<file path="src/rtl/pipe_pkg.sv">
// ============================================================================
// Module  : pipe_pkg
// Purpose : Shared pipeline constants: control-bundle layout, register-index
//           width and base opcodes.
// Revision: 1.0  initial release
// ============================================================================
`default_nettype none

package pipe_pkg;

  localparam int CTRL_W    = 8;
  localparam int REG_IDX_W = 5;
  localparam int FUNCT_W   = 4;

  // Bundle layout {ALUsrc,MemtoReg,RegWrite,MemRead,MemWrite,Branch,ALUop[1:0]}
  localparam int CTRL_ALUSRC   = 7;
  localparam int CTRL_MEMTOREG = 6;
  localparam int CTRL_REGWRITE = 5;
  localparam int CTRL_MEMREAD  = 4;
  localparam int CTRL_MEMWRITE = 3;
  localparam int CTRL_BRANCH   = 2;
  localparam int CTRL_ALUOP_HI = 1;
  localparam int CTRL_ALUOP_LO = 0;

  localparam logic [6:0] OPC_LOAD   = 7'b0000011;
  localparam logic [6:0] OPC_STORE  = 7'b0100011;
  localparam logic [6:0] OPC_RTYPE  = 7'b0110011;
  localparam logic [6:0] OPC_ITYPE  = 7'b0010011;
  localparam logic [6:0] OPC_BRANCH = 7'b1100011;

  function automatic logic is_load(input logic [CTRL_W-1:0] ctrl);
    return ctrl[CTRL_MEMREAD];
  endfunction

endpackage

`default_nettype wire

</file>
<file path="src/rtl/hazard_detect.sv">
// ============================================================================
// Module  : hazard_detect
// Purpose : Combinational load-use hazard detector for the instruction in ID.
// Revision: 1.0  initial release
// ============================================================================
`default_nettype none

module hazard_detect
  import pipe_pkg::*;
(
  input  logic                 ex_memread,
  input  logic                 ex_valid,
  input  logic [REG_IDX_W-1:0] ex_rd,
  input  logic [REG_IDX_W-1:0] id_rs1,
  input  logic [REG_IDX_W-1:0] id_rs2,
  output logic                 hazard
);

  // x0 is hardwired to zero, so a load targeting it never produces a dependency.
  assign hazard = ex_memread & ex_valid & (ex_rd != '0) &
                  ((ex_rd == id_rs1) | (ex_rd == id_rs2));

endmodule

`default_nettype wire

</file>
<file path="src/rtl/id_ex_stage.sv">
// ============================================================================
// Module  : id_ex_stage
// Purpose : ID/EX pipeline register with load-use stall and flush bubbles.
//           Optional bubble counter enabled by macro ID_EX_STALL_CNT_EN.
// Revision: 1.0  initial release
// ============================================================================
`default_nettype none

module id_ex_stage
  import pipe_pkg::*;
#(
  parameter int XLEN = 32
`ifdef ID_EX_STALL_CNT_EN
  ,
  parameter int CNT_W = 32
`endif
) (
  input  logic                 clk,
  input  logic                 rst,
  input  logic [CTRL_W-1:0]    id_ctrl,
  input  logic [REG_IDX_W-1:0] id_rs1,
  input  logic [REG_IDX_W-1:0] id_rs2,
  input  logic [REG_IDX_W-1:0] id_rd,
  input  logic [FUNCT_W-1:0]   id_funct,
  input  logic [XLEN-1:0]      id_rs1_data,
  input  logic [XLEN-1:0]      id_rs2_data,
  input  logic [XLEN-1:0]      id_imm,
  input  logic [XLEN-1:0]      id_pc,
  input  logic                 flush,
  output logic                 hazard_mux,
  output logic                 pc_write,
  output logic                 ifid_write,
  output logic [CTRL_W-1:0]    ex_ctrl,
  output logic                 ex_valid,
  output logic [REG_IDX_W-1:0] ex_rs1,
  output logic [REG_IDX_W-1:0] ex_rs2,
  output logic [REG_IDX_W-1:0] ex_rd,
  output logic [FUNCT_W-1:0]   ex_funct,
  output logic [XLEN-1:0]      ex_rs1_data,
  output logic [XLEN-1:0]      ex_rs2_data,
  output logic [XLEN-1:0]      ex_imm,
  output logic [XLEN-1:0]      ex_pc
`ifdef ID_EX_STALL_CNT_EN
  ,
  output logic [CNT_W-1:0]     stall_count
`endif
);

  logic w_hazard;
  logic w_stall;
  logic w_bubble;

  hazard_detect u_hazard_detect (
    .ex_memread (is_load(ex_ctrl)),
    .ex_valid   (ex_valid),
    .ex_rd      (ex_rd),
    .id_rs1     (id_rs1),
    .id_rs2     (id_rs2),
    .hazard     (w_hazard)
  );

  // A flush overrides the stall so the branch redirect is never held off.
  assign w_stall    = w_hazard & ~flush;
  assign w_bubble   = w_stall | flush;
  assign hazard_mux = w_bubble;
  assign pc_write   = ~w_stall;
  assign ifid_write = ~w_stall;

  always_ff @(posedge clk) begin
    if (rst) begin
      ex_ctrl     <= '0;
      ex_valid    <= 1'b0;
      ex_rs1      <= '0;
      ex_rs2      <= '0;
      ex_rd       <= '0;
      ex_funct    <= '0;
      ex_rs1_data <= '0;
      ex_rs2_data <= '0;
      ex_imm      <= '0;
      ex_pc       <= '0;
    end else begin
      // Operand fields load unconditionally; a bubble is marked only by
      // cleared control, valid and rd, which keeps the hazard path quiet.
      ex_rs1      <= id_rs1;
      ex_rs2      <= id_rs2;
      ex_funct    <= id_funct;
      ex_rs1_data <= id_rs1_data;
      ex_rs2_data <= id_rs2_data;
      ex_imm      <= id_imm;
      ex_pc       <= id_pc;
      if (w_bubble) begin
        ex_ctrl  <= '0;
        ex_valid <= 1'b0;
        ex_rd    <= '0;
      end else begin
        ex_ctrl  <= id_ctrl;
        ex_valid <= 1'b1;
        ex_rd    <= id_rd;
      end
    end
  end

`ifdef ID_EX_STALL_CNT_EN
  // Only load-use stalls are counted; flush bubbles are excluded.
  always_ff @(posedge clk) begin
    if (rst) begin
      stall_count <= '0;
    end else if (w_stall) begin
      stall_count <= stall_count + 1'b1;
    end
  end
`endif

endmodule

`default_nettype wire

</file>
<file path="config.mk">
export PLATFORM = sky130hd
export DESIGN_NAME = id_ex_stage
export DESIGN_NICKNAME = d
export VERILOG_FILES = /design/src/rtl/pipe_pkg.sv /design/src/rtl/hazard_detect.sv /design/src/rtl/id_ex_stage.sv
export SDC_FILE = /design/constraint.sdc
export NUM_CORES = 1
export LEC_CHECK = 0
export BUFFER_PORTS_ARGS = -buffer_cell sky130_fd_sc_hd__buf_2
export CAP_MARGIN = 30
export CORE_AREA = 2 2 122 124
export DETAILED_ROUTE_END_ITERATION = 8
export DIE_AREA = 0 0 124 126
export SKIP_LAST_GASP = 1
export SLEW_MARGIN = 10
export SYNTH_ARGS = -nofsm -noshare
export SYNTH_HDL_FRONTEND = slang
export SYNTH_HIERARCHICAL = 1
export SYNTH_SLANG_ARGS = --single-unit
</file>
<file path="constraint.sdc">
create_clock -name clk -period 3 [get_ports clk]
set_input_delay 0.6 -clock clk [delete_from_list [all_inputs] [get_ports clk]]
set_output_delay 0.6 -clock clk [all_outputs]
set_load 0.05 [all_outputs]
</file>
==> impl_metrics.csv, run 1 <==
group,metric,value,unit
critical_path,cp-end-kind,"output port",
cells_and_area,syn_to_final_growth,52.2,%
synth,postSynthCellCount,352,
synth,syn_avg_cell_area,12.7,um^2
placed_design,place_hpwl,8990,um
cells_and_area,fin_nets,828,
clock_network,worst_setup_hold_path_clk_slew,0.06,ns
synth,seq_area_frac_synth,70.1,%
clock_network,numCtsBuffers,17,
synth,synth_seq_cells,156,
critical_path,r2r_slack,1.29,ns
synth,yosys.cell_types.count,17,
timing,clock_skew,0.000638,ns
drt,vias_per_cell,4.07,
timing,rsz0062_at_grt,"no",
timing,hold_viol_final,0,
job,maxCapViolCount,0,
die,core,0.0143,mm^2
critical_path,crit_type,"reg2out",
drt,drt-pass1-iter-count,3,
synth,yosysTopAreaCell,"dfxtp_1",
timing,post-route-min-period,2.67,ns
clock_network,cts_max_path_buffers,2,
clock_network,holdBufCountCts,0,
drt,wirelength,11700,um
timing,max_freq,374,MHz
die,die_w,124,um
die,io_pins,317,
die,initial_core_util,31.1,%
global_route,antenna_found_initial,0,
global_route,grt_overflow_total,0,
global_route,grtUsageTotal,14.6,%
die,dieArea,0.0156,mm^2
power,vdd_drop_max,0.000363,V
cells_and_area,antennaDiodeCount,0,
power,powerDensity,740,mW/mm^2
placed_design,gp_congestion,0.749,
die,die_h,126,um
synth,synth_warnings,6,
timing,setup_ws,0.327,ns
run_status,status,"finished clean",
timing,period_share,89.1,%
critical_path,critPathLaunchType,"register",
timing,maxSlewViolCount,0,
critical_path,path_buf_inv,1,
die,rows,44,
drt,vias,3527,
cells_and_area,drive_gt1_share,53.0,%
cells_and_area,stdcell_area,0.00678,mm^2
drt,wl_per_cell,13.5,um
timing,setup_tns,0,ns
drt,ant_nets,0,
global_route,grt_pass1_vias,3523,
placed_design,preCtsSetupSlack,0.508,ns
synth,syn-cell-area,0.00446,mm^2
synth,yosys.area.top_type_share,70.1,%
clock_network,cts_resized,0,
global_route,grt_pass1_wl,17000,um
placed_design,dpl-instance-area,0.00620,mm^2
timing,maxSlewHeadroom,56.4,%
clock_network,htree_levels,4,
worst_hold_path,holdCritPathClass,"in2reg",
timing,setup_viol,0,
clock_network,clock_latency,0.41,ns
drt,drc,0,
synth,synthTopCellsByArea,"dfxtp_1 70%, nor2b_1 20%, nor4b_2 3.0%",
clock_network,cts_setup_buffers,0,
placed_design,io_buffer_count,316,
cells_and_area,layout_common_cells,"315 x buf_2, 156 x dfxtp_1, 142 x nor2b_1, 17 x clkbuf_16, 9 x nor4b_2",
clock_network,clock-sinks,156,
critical_path,critPathArrivalTime,2.07,ns
power,leakage,3.39,nW
critical_path,path_cells,"or4_1, o211ai_2, a21oi_1, or2_2, buf_2",
clock_network,root_buffer,"clkbuf_16",
clock_network,cts_tree,"built",
critical_path,crit_required,2.40,ns
critical_path,crit_path_max_incr_delay,0.54,ns
cells_and_area,layout_commonest_cell,"buf_2",
timing,worstMarginPinSlew,0.654,ns
synth,synth.net_count,510,
critical_path,path_delay_family,"simple AND/OR/NAND/NOR gates",
critical_path,critPathMaxFanout,4,
cells_and_area,finish.utilization,47.4,%
drt,drtIter0Drc,121,
global_route,grt_max_degree,58,
critical_path,cp_slowest_cell,"or4_1",
cells in the mapped netlist:
| cell type | n |
|---|---|
| or2_2 | 1 |
| nor3_1 | 3 |
| buf_6 | 3 |
| nor2b_1 | 142 |
| nand3_1 | 2 |
| o211ai_2 | 1 |
| dfxtp_1 | 156 |
| nor4b_2 | 9 |
| a21oi_1 | 1 |
| clkbuf_1 | 1 |
| xor2_1 | 6 |
| buf_4 | 1 |
| or4_1 | 1 |
| nor4b_1 | 4 |
| nand2b_1 | 1 |
| buf_2 | 16 |
| xnor2_1 | 4 |
state kept, by name, indices dropped and copies added, names as in the netlist:
signal       count
ex_rd            5
ex_rs1           5
ex_ctrl          8
ex_pc           32
ex_imm          32
ex_funct         4
ex_rs2           5
ex_rs2_data     32
ex_valid         1
ex_rs1_data     32
routing by layer:
layer  vias to the layer above  wire [um]  track usage [%]
met5                         -          0                0
met4                         0        200             5.68
met3                        19       1720             9.47
met2                       201       5760             25.5
met1                      1580       4020             13.4
li1                       1727          -                -
through the flow:
step / instances / hold slack, ns / power (mW)
after floorplan: 352 / 0.728 / 2.77
after global placement: 835 / 0.799 / 2.99
after detailed placement: 835 / 0.803 / 3.00
after CTS: 867 / 0.370 / 5.10
after global routing: 867 / 0.374 / 5.22
final: 867 / 0.389 / 5.02
cell families (layout without fill, tap and decap cells):
group                     count (synthesis)  in the layout  synth area share (%)
xor gates and xnor gates                 10             10                  1.97
AOI/OAI and AO/OA                         2              2                 0.393
and+or+nand+nor                         163            163                  24.8
buffers and inverters                    21            352                  2.81
DFF                                     156            156                  70.1
where the power goes:
part	leakage [nW]	internal [mW]	total [mW]	switching (mW)
Sequential	1.30	2.18	2.21	0.0288
Clock	0.290	1.25	2.08	0.822
Combinational	1.80	0.211	0.734	0.523
layout make-up:
type	instances	area (um^2)
fill	1365	7530
tap	184	230
clock buffer	23	498
sequential	156	3120
timing repair buffer	320	1640
clock inverter	9	83.8
multi-input combinational	175	1210
path summary, 6_finish.rpt:
check,startpoint,end,cells after the start
worst max-delay path,ex_rd[3],hazard_mux,5
worst min-delay path,id_rs1_data[21],ex_rs1_data[21],2
worst max register to register,ex_rd[3],ex_ctrl[2],5
worst min register to register,ex_valid,ex_valid,4
worst reg2reg max path, delay by kind of cell, from the launching register on:
family	cells	cell delay, ns
compound gates	2	0.25
buf+inv	1	0.20
flops	1	0.34
simple gates	2	0.82
Note: power is estimated with default switching activity, not from simulation.
==> run 2: changes to the inputs <==
CELL_PAD_IN_SITES_DETAIL_PLACEMENT = 0   (was default)
CELL_PAD_IN_SITES_GLOBAL_PLACEMENT = 1   (was default)
CORE_AREA = default   (was 2 2 122 124)
CORE_MARGIN = 3   (was default)
CORE_UTILIZATION = 31   (was default)
DIE_AREA = default   (was 0 0 124 126)
PLACE_DENSITY = 0.91   (was default)
==> impl_metrics.csv, run 2 (synthesis gave the netlist of run 1 again) <==
group,metric,value,unit
clock_network,clock_latency,0.41,ns
clock_network,htree_levels,4,
timing,period_share,89.2,%
drt,wl_per_cell,13.6,um
die,io_pins,317,
placed_design,io_buffer_count,316,
global_route,grt_max_degree,65,
drt,wirelength,11700,um
die,die_w,126,um
timing,post-route-min-period,2.68,ns
worst_hold_path,holdCritPathClass,"in2reg",
critical_path,crit_type,"reg2out",
drt,vias_per_cell,3.96,
global_route,grt_overflow_total,0,
run_status,status,"finished clean",
placed_design,place_hpwl,9020,um
die,rows,43,
drt,drtIter0Drc,122,
clock_network,worst_setup_hold_path_clk_slew,0.06,ns
global_route,grt_pass1_vias,3401,
timing,worstMarginPinSlew,0.563,ns
drt,ant_nets,0,
timing,clock_skew,0.00445,ns
critical_path,cp_slowest_cell,"or4_1",
job,maxCapViolCount,0,
timing,setup_tns,0,ns
global_route,grt_pass1_wl,17700,um
timing,rsz0062_at_grt,"no",
clock_network,holdBufCountCts,0,
critical_path,path_delay_family,"simple AND/OR/NAND/NOR gates",
timing,hold_ws,0.391,ns
cells_and_area,layout_commonest_cell,"buf_2",
power,powerDensity,739,mW/mm^2
clock_network,cts_max_path_buffers,2,
cells_and_area,layout_common_cells,"315 x buf_2, 156 x dfxtp_1, 142 x nor2b_1, 17 x clkbuf_16, 9 x nor4b_2",
placed_design,gp_congestion,0.784,
cells_and_area,stdcell_area,0.00676,mm^2
critical_path,critPathMaxFanout,4,
drt,vias,3417,
timing,hold_viol_final,0,
timing,max_freq,374,MHz
cells_and_area,antennaDiodeCount,0,
clock_network,numCtsBuffers,17,
global_route,met3_usage,6.79,%
critical_path,path_buf_inv,1,
critical_path,critPathArrivalTime,2.08,ns
cells_and_area,syn_to_final_growth,51.6,%
timing,maxSlewViolCount,0,
global_route,grtUsageTotal,14.4,%
critical_path,crit_path_max_incr_delay,0.54,ns
power,vdd_drop_max,0.000317,V
global_route,busiest_layer,"met2",
clock_network,root_buffer,"clkbuf_16",
clock_network,cts_tree,"built",
timing,setup_viol,0,
cells_and_area,fin_nets,828,
die,core,0.0140,mm^2
global_route,met1_usage,16.3,%
critical_path,critPathLaunchType,"register",
clock_network,clock-sinks,156,
cells_and_area,finalNonFillerCells,863,
critical_path,path_cells,"or4_1, o211ai_2, a21oi_1, or2_2, buf_2",
power,leakage,3.37,nW
placed_design,dpl.cell_count,831,
drt,drt-pass1-iter-count,4,
timing,maxSlewHeadroom,62.4,%
critical_path,cp-end-kind,"output port",
critical_path,crit_required,2.40,ns
cells_and_area,drive_gt1_share,53.0,%
die,initial_core_util,31.9,%
drt,drc,0,
die,die_h,126,um
global_route,antenna_found_initial,1,
clock_network,cts_resized,0,
clock_network,cts_setup_buffers,0,
global_route,grt_use_met2,23.6,%
placed_design,dpl-instance-area,0.00618,mm^2
die,dieArea,0.0159,mm^2
run 2: cell types whose count changed in the layout (fill, tap and decap cells not counted), moves of 2 or more:
cell	delta
clkbuf_8	-4
clkinv_2	-3
clkinvlp_4	+2
inv_6	+3
run 2: per-stage QoR:
stage | power (mW) | setup WS (ns) | util [%]
floorplan | 2.77 | 0.146 | -
global placement | 2.99 | 0.460 | 44.2
detailed placement | 2.99 | 0.476 | 44.2
CTS | 5.06 | 0.295 | 48.3
global route | 5.19 | 0.206 | 48.3
finish | 5.00 | 0.323 | 48.3
run 2: final timing paths:
kind         cells past startpoint    endpoint  slack [ns]       start
max                              5  hazard_mux        0.32    ex_rd[3]
min                              2   ex_pc[15]        0.39   id_pc[15]
max reg2reg                      5  ex_ctrl[1]        1.24    ex_rd[3]
min reg2reg                      4    ex_valid        0.87  ex_ctrl[4]
run 2: layout make-up:
cell class	count	area, um^2
fillers	1335	7230
repair buffers	320	1630
clock buffers	19	443
clock inverters	13	130
flip-flops and latches	156	3120
well taps	180	225
multi-input cells	175	1210
run 2: worst reg2reg max path: stages, from the launching register on:
cell and delay [ns]:
dfxtp_1 0.35, or4_1 0.54, o211ai_2 0.15, a21oi_1 0.11
buf_4 0.21, nor4b_1 0.30
run 2: routing by layer:
| metal | share of wire (%) | vias to the layer above |
|---|---|---|
| li1 | - | 1727 |
| met1 | 40 | 1488 |
| met2 | 47 | 186 |
| met3 | 11 | 14 |
| met4 | 1.4 | 2 |
| met5 | 0.17 | - |
run 2: where the power goes:
| part | switching, mW | leakage (nW) | total (mW) | internal (mW) |
|---|---|---|---|---|
| clock | 0.871 | 0.273 | 2.05 | 1.18 |
| sequential | 0.0268 | 1.30 | 2.21 | 2.18 |
| combinational | 0.525 | 1.80 | 0.734 | 0.210 |
| total | 1.42 | 3.37 | 5.00 | 3.57 |
